## src/rtl/rc4_pkg.sv

```systemverilog
// rtl/rc4_pkg.sv - shared PRGA state encoding, character bounds and message length
package rc4_pkg;

  // PRGA sequencer states; one byte walks WT_SI..NEXT, RD_SI only opens a run
  typedef enum logic [3:0] {
    ST_IDLE   = 4'd0,
    ST_RD_SI  = 4'd1,
    ST_WT_SI  = 4'd2,
    ST_CAP_SI = 4'd3,
    ST_WT_SJ  = 4'd4,
    ST_CAP_SJ = 4'd5,
    ST_WR_SJ  = 4'd6,
    ST_RD_F   = 4'd7,
    ST_WT_F   = 4'd8,
    ST_CAP_F  = 4'd9,
    ST_NEXT   = 4'd10,
    ST_DONE   = 4'd11
  } prga_state_t;

  localparam logic [7:0] CHAR_LO    = 8'h61;
  localparam logic [7:0] CHAR_HI    = 8'h7A;
  localparam logic [7:0] CHAR_SPACE = 8'h20;

  localparam int DEFAULT_MSG_LENGTH = 32;

  // Accepted plaintext alphabet: lowercase letters and space
  function automatic logic is_text_char(input logic [7:0] b);
    return ((b >= CHAR_LO) && (b <= CHAR_HI)) || (b == CHAR_SPACE);
  endfunction

endpackage

```

## src/rtl/trap_edge.sv

```systemverilog
// rtl/trap_edge.sv - rising-edge detector for a level input
module trap_edge
  import rc4_pkg::*;
(
  input  logic i_clk,
  input  logic i_reset,
  input  logic i_sig,
  output logic o_rise
);

  logic r_prev;

  // Remember last cycle's level so a low-to-high step can be seen
  always_ff @(posedge i_clk) begin
    if (i_reset) begin
      r_prev <= 1'b0;
    end else begin
      r_prev <= i_sig;
    end
  end

  assign o_rise = i_sig & ~r_prev;

endmodule

```

## src/rtl/rc4_keystream_decryptor.sv

```systemverilog
// rtl/rc4_keystream_decryptor.sv - RC4 PRGA keystream and message decrypt (option macro: RC4_VALIDATE_EN)
module rc4_keystream_decryptor
  import rc4_pkg::*;
#(
  parameter int RAM_WIDTH  = 8,
  parameter int RAM_LENGTH = 8,
  parameter int MSG_LENGTH = DEFAULT_MSG_LENGTH,
  parameter int MSG_ADDR_W = 5
) (
  input  logic                  i_clk,
  input  logic                  i_reset,
  input  logic                  i_start,
  output logic                  o_finished,
  input  logic [RAM_WIDTH-1:0]  i_s_ram_out,
  output logic [RAM_LENGTH-1:0] o_s_address,
  output logic [RAM_WIDTH-1:0]  o_s_ram_in,
  output logic                  o_s_write_en,
  output logic [MSG_ADDR_W-1:0] o_enc_address,
  input  logic [RAM_WIDTH-1:0]  i_enc_rom_out,
  output logic [MSG_ADDR_W-1:0] o_dec_address,
  output logic [RAM_WIDTH-1:0]  o_dec_ram_in,
  output logic                  o_dec_write_en,
  output logic                  o_invalid
);

  localparam logic [MSG_ADDR_W-1:0] LAST_K = MSG_ADDR_W'(MSG_LENGTH - 1);

  prga_state_t           r_state;
  logic [RAM_LENGTH-1:0] r_i;
  logic [RAM_LENGTH-1:0] r_j;
  logic [MSG_ADDR_W-1:0] r_k;
  logic [RAM_WIDTH-1:0]  r_si;
  logic [RAM_WIDTH-1:0]  r_sj;
  logic                  r_finished;
  logic [RAM_LENGTH-1:0] r_s_address;
  logic [RAM_WIDTH-1:0]  r_s_ram_in;
  logic                  r_s_write_en;
  logic [MSG_ADDR_W-1:0] r_enc_address;
  logic [MSG_ADDR_W-1:0] r_dec_address;
  logic [RAM_WIDTH-1:0]  r_dec_ram_in;
  logic                  r_dec_write_en;

  logic                  w_start_rise;
  logic [RAM_LENGTH-1:0] w_j_next;
  logic [RAM_LENGTH-1:0] w_f_addr;
  logic [RAM_LENGTH-1:0] w_i_next;
  logic [RAM_WIDTH-1:0]  w_plain;
  logic                  w_plain_ok;

  trap_edge u_start_edge (
    .i_clk   (i_clk),
    .i_reset (i_reset),
    .i_sig   (i_start),
    .o_rise  (w_start_rise)
  );

  // j advances by the S[i] value arriving this cycle, not the registered copy
  assign w_j_next = r_j + RAM_LENGTH'(i_s_ram_out);
  assign w_f_addr = RAM_LENGTH'(r_si + r_sj);
  assign w_i_next = r_i + 1'b1;
  assign w_plain  = i_s_ram_out ^ i_enc_rom_out;

`ifdef RC4_VALIDATE_EN
  logic r_invalid;
  assign w_plain_ok = is_text_char(8'(w_plain));
  assign o_invalid  = r_invalid;
`else
  assign w_plain_ok = 1'b1;
  assign o_invalid  = 1'b0;
`endif

  // PRGA sequencer: every memory strobe and status flag is registered here
  always_ff @(posedge i_clk) begin
    if (i_reset) begin
      r_state        <= ST_IDLE;
      r_i            <= '0;
      r_j            <= '0;
      r_k            <= '0;
      r_si           <= '0;
      r_sj           <= '0;
      r_finished     <= 1'b0;
      r_s_address    <= '0;
      r_s_ram_in     <= '0;
      r_s_write_en   <= 1'b0;
      r_enc_address  <= '0;
      r_dec_address  <= '0;
      r_dec_ram_in   <= '0;
      r_dec_write_en <= 1'b0;
`ifdef RC4_VALIDATE_EN
      r_invalid      <= 1'b0;
`endif
    end else begin
      case (r_state)
        ST_IDLE, ST_DONE: begin
          r_s_write_en   <= 1'b0;
          r_dec_write_en <= 1'b0;
          if (w_start_rise) begin
            r_i        <= RAM_LENGTH'(1);
            r_j        <= '0;
            r_k        <= '0;
            r_finished <= 1'b0;
`ifdef RC4_VALIDATE_EN
            r_invalid  <= 1'b0;
`endif
            r_state    <= ST_RD_SI;
          end
        end
        ST_RD_SI: begin
          r_s_address  <= r_i;
          r_s_write_en <= 1'b0;
          r_state      <= ST_WT_SI;
        end
        ST_WT_SI: begin
          r_state <= ST_CAP_SI;
        end
        ST_CAP_SI: begin
          r_si        <= i_s_ram_out;
          r_j         <= w_j_next;
          r_s_address <= w_j_next;
          r_state     <= ST_WT_SJ;
        end
        ST_WT_SJ: begin
          r_state <= ST_CAP_SJ;
        end
        ST_CAP_SJ: begin
          r_sj         <= i_s_ram_out;
          r_s_address  <= r_i;
          r_s_ram_in   <= i_s_ram_out;
          r_s_write_en <= 1'b1;
          r_state      <= ST_WR_SJ;
        end
        ST_WR_SJ: begin
          // When i==j this second write lands on the same entry with the same value
          r_s_address  <= r_j;
          r_s_ram_in   <= r_si;
          r_s_write_en <= 1'b1;
          r_state      <= ST_RD_F;
        end
        ST_RD_F: begin
          r_s_address   <= w_f_addr;
          r_s_write_en  <= 1'b0;
          r_enc_address <= r_k;
          r_state       <= ST_WT_F;
        end
        ST_WT_F: begin
          r_state <= ST_CAP_F;
        end
        ST_CAP_F: begin
          if (w_plain_ok) begin
            r_dec_address  <= r_k;
            r_dec_ram_in   <= w_plain;
            r_dec_write_en <= 1'b1;
            r_state        <= ST_NEXT;
          end else begin
            r_finished <= 1'b1;
`ifdef RC4_VALIDATE_EN
            r_invalid  <= 1'b1;
`endif
            r_state    <= ST_DONE;
          end
        end
        ST_NEXT: begin
          // Also issues the next byte's S[i] read so each byte costs nine clocks
          r_dec_write_en <= 1'b0;
          if (r_k == LAST_K) begin
            r_finished <= 1'b1;
            r_state    <= ST_DONE;
          end else begin
            r_k          <= r_k + 1'b1;
            r_i          <= w_i_next;
            r_s_address  <= w_i_next;
            r_s_write_en <= 1'b0;
            r_state      <= ST_WT_SI;
          end
        end
        default: begin
          r_state <= ST_IDLE;
        end
      endcase
    end
  end

  assign o_finished     = r_finished;
  assign o_s_address    = r_s_address;
  assign o_s_ram_in     = r_s_ram_in;
  assign o_s_write_en   = r_s_write_en;
  assign o_enc_address  = r_enc_address;
  assign o_dec_address  = r_dec_address;
  assign o_dec_ram_in   = r_dec_ram_in;
  assign o_dec_write_en = r_dec_write_en;

endmodule

```

## config.mk

```make
export PLATFORM = sky130hd
export DESIGN_NAME = rc4_keystream_decryptor
export DESIGN_NICKNAME = d
export VERILOG_FILES = /design/src/rtl/rc4_pkg.sv /design/src/rtl/trap_edge.sv /design/src/rtl/rc4_keystream_decryptor.sv
export SDC_FILE = /design/constraint.sdc
export NUM_CORES = 1
export LEC_CHECK = 0
export CORE_UTILIZATION = 50
export DETAILED_ROUTE_END_ITERATION = 10
export PLACE_DENSITY = 0.76
export SYNTH_ARGS = -nofsm -noshare
export SYNTH_HDL_FRONTEND = slang
export SYNTH_HIERARCHICAL = 1
export SYNTH_SLANG_ARGS = --single-unit
```

## constraint.sdc

```tcl
create_clock -name i_clk -period 2.5 [get_ports i_clk]
set_input_delay 0.75 -clock i_clk [delete_from_list [all_inputs] [get_ports i_clk]]
set_output_delay 0.75 -clock i_clk [all_outputs]
set_load 0.005 [all_outputs]
```

==> flow_metrics.py <==
metrics = {
    "synth": {
        "yosysMostFrequentCell": "nor2_1",
        "synth_top_family_by_area": "compound AO/OA/AOI/OAI gates",
        "ys.flop_type": "dfxtp_1",
        "async_flop_share_pct": 0,
        "synth_fa_ha_area_share_pct": 5.86,
        "yosys.area_share.simple_pct": 22.3,
        "syn_inst": 531,
        "synth-seq-cells": 79,
        "synth_top_area_share_pct": 36.7,
        "ys_types": 67,
        "syn_avg_cell_area_um2": 8.12,
        "synth-edff-count": 0,
        "synth_compound_area_share_pct": 24.1,
        "synth_mux_area_share_pct": 1.39,
        "ys_seq_area_share_pct": 36.7,
        "syn_nets": 569,
        "synth_common_cells": "80 x nor2_1, 79 x dfxtp_1, 71 x nand2_1",
        "yosysTopAreaCell": "dfxtp_1",
        "syn_area_um2": 4310,
        "yosys-top-cells-area": "dfxtp_1 37%, nor2_1 7.0%, a21oi_1 6.7%",
        "synth_xor_area_share_pct": 5.46,
        "synth_warnings": 6,
    },
    "floorplanning": {
        "start_util_pct": 52.0,
        "die_area_um2": 9000,
        "ios": 57,
        "rows": 33,
        "die-width_um": 94.9,
        "core_um2": 8300,
        "die_y_um": 94.9,
    },
    "power": {
        "total_power_mw": 3.51,
        "max-vdd-ir-drop_mv": 0.289,
        "p_leak_nw": 2.01,
        "power.density_nw_per_um2": 649,
    },
    "placement": {
        "post-place-cells": 700,
        "place_ws_ns": -0.629,
        "place_congestion": 0.945,
        "place.port_buffers": 55,
        "placed_cell_area_um2": 5120,
        "dpl.hpwl_mm": 9.01,
    },
    "timing": {
        "worst_pin_slew_ns": 0.569,
        "fin_crit_ns": 2.50,
        "max_slew_margin_pct": 61.9,
        "hold_viol": 0,
        "rsz0062_at_grt": "yes",
        "fin_skew_ns": 0.00992,
        "finalSetupViolations": 0,
        "fin_crit_sh_pct": 99.8,
        "final.setup.tns_ns": 0,
        "maxSlewViolCount": 0,
        "worst_slack_ns": 0.00429,
        "max_freq_mhz": 401,
    },
    "cells_and_area": {
        "multi_input_area_um2": 2620,
        "syn_to_final_growth_pct": 25.3,
        "drive_above_1_share_pct": 14.5,
        "diodes": 0,
        "regArea_um2": 1580,
        "nFillCells": 710,
        "fin_area_um2": 5400,
        "final_cells": 719,
        "nNetsFinal": 647,
    },
    "clock_network": {
        "clockRootBuffer": "clkbuf_8",
        "clock_path_buffers": 2,
        "cts.clk_slew.worst_paths_ns": 0.09,
        "cts_tree": "yes",
        "clkLatencyLatePin_ns": 0.36,
        "cts_made_buffers": 9,
        "htreeDepth": 3,
        "clock-sinks": 79,
        "holdBufCountCts": 0,
    },
    "worst_setup_path": {
        "critPathMaxFanout": 2,
        "cp.arrival_ns": 2.72,
        "cp.required_ns": 2.73,
        "cp-start-kind": "primary input",
        "ff2ff_setup_slack_ns": 0.17,
        "crit_type": "primary input to flip-flop",
        "worstSetupEndpointType": "flip-flop",
    },
    "flow_run": {
        "drv_cap": 0,
    },
    "detailed_routing": {
        "vias_per_cell": 5.93,
        "drtIter0Drc": 424,
        "wl_per_cell_um": 17.4,
        "drt-total-wl_mm": 12.5,
        "drt.antenna.violating_nets": 0,
        "dr.pass1.iters": 5,
        "num_vias": 4266,
        "drc_errors": 0,
    },
    "global_routing": {
        "grt_max_degree": 40,
        "antenna_found_initial": 0,
        "grt_pass1_vias": 3860,
        "grtUsageTotal_pct": 28.8,
        "grt_pass1_wl_mm": 19.7,
        "overflow": 0,
    },
    "status": {
        "status": "finished clean",
    },
    "hold_path": {
        "hold_class": "flip-flop to flip-flop",
    },
}
-- repair_timing --
item	4_1_cts	5_1_grt
setup endpoints to repair	6	2
buffers inserted	1	2
pin swaps	9	3
gates resized for setup	11	2
-- per-stage QoR --
stage          hold WS [ns]  util (%)
6_report              0.462      65.1
5_1_grt               0.487      65.1
4_1_cts               0.465      64.8
3_5_place_dp          0.450      61.7
3_3_place_gp          0.442      61.7
2_1_floorplan         0.440         -
-- cell usage in the layout (no fill, tap or decap), types with 2 or more instances in the layout --
cell / instances
clkinv_4: 2
a221oi_1: 9
nand3_2: 2
nand3b_1: 2
and3_1: 3
buf_4: 40
nor2b_4: 2
nand2b_1: 5
ha_4: 4
dlygate4sd2_1: 5
inv_1: 8
xor2_1: 9
clkdlybuf4s50_1: 49
o31a_1: 2
or3_1: 3
o22ai_1: 4
a211oi_1: 14
nor2_2: 2
a21oi_1: 58
nor3_1: 11
a22oi_1: 14
ha_1: 13
nor2_1: 80
a32oi_1: 4
o21ai_0: 25
nor2b_1: 2
nor3_2: 3
nand2_1: 71
nand3_1: 7
xnor2_1: 16
o21a_1: 2
a21o_1: 4
clkbuf_8: 9
mux2i_1: 6
a31oi_1: 2
o31ai_1: 2
dfxtp_1: 79
-- layer usage --
metal	global-route usage (%)	vias up	routed length, um
met2	46.5	189	6000
met1	38.0	1994	5280
met5	0	-	0
met3	4.27	33	894
met4	12.2	0	342
li1	-	2050	-
-- path summary, 6_finish.rpt --
kind	end	startpoint	cells past startpoint
worst max-delay path	r_j[6]	i_s_ram_out[0]	10
worst max register to register	o_s_address[6]	r_si[0]	9
worst min-delay path	o_enc_address[3]	o_enc_address[3]	2
worst min register to register	o_enc_address[3]	o_enc_address[3]	2
-- power by group --
part | internal (mW) | leakage, nW | total (mW) | switching (mW)
Combinational | 0.462 | 1.27 | 1.05 | 0.591
Clock | 0.474 | 0.102 | 1.00 | 0.528
Sequential | 1.35 | 0.639 | 1.45 | 0.100
-- flip-flops by register name, summed over array words and instances (netlist names) --
register	cells
o_s_write_en	1
o_dec_address	5
o_enc_address	5
o_dec_ram_in	8
u_start_edge/r_prev	1
r_sj	8
r_si	8
r_k	5
o_dec_write_en	1
o_s_address	8
r_i	8
r_j	8
o_finished	1
r_state	4
o_s_ram_in	8
-- logic make-up after synthesis --
| kind of cell | after synthesis |
|---|---|
| mux | 6 |
| fa+ha+maj | 19 |
| buf+inv | 36 |
| compound gates | 158 |
| xor+xnor | 26 |
| other cells | 1 |
| flops | 79 |
| simple gates | 206 |
-- area by class of cell --
class,instances,share of cell area [%]
clock buffer,9,2.29
tap,105,2.43
sequential,79,29.3
clock inverter,7,1.48
timing repair buffer,95,15.5
inverter,8,0.556
multi-input combinational,416,48.4
-- critical path, stage by stage --
cell and delay (ns):
dlygate4sd2_1 0.28, ha_4 0.19, fa_2 0.38, a211oi_2 0.25
nor3b_1 0.09, o31a_1 0.25, xor2_1 0.18, buf_4 0.14
a22oi_2 0.16, nor2_1 0.06
(Power assumes the default switching activity.)
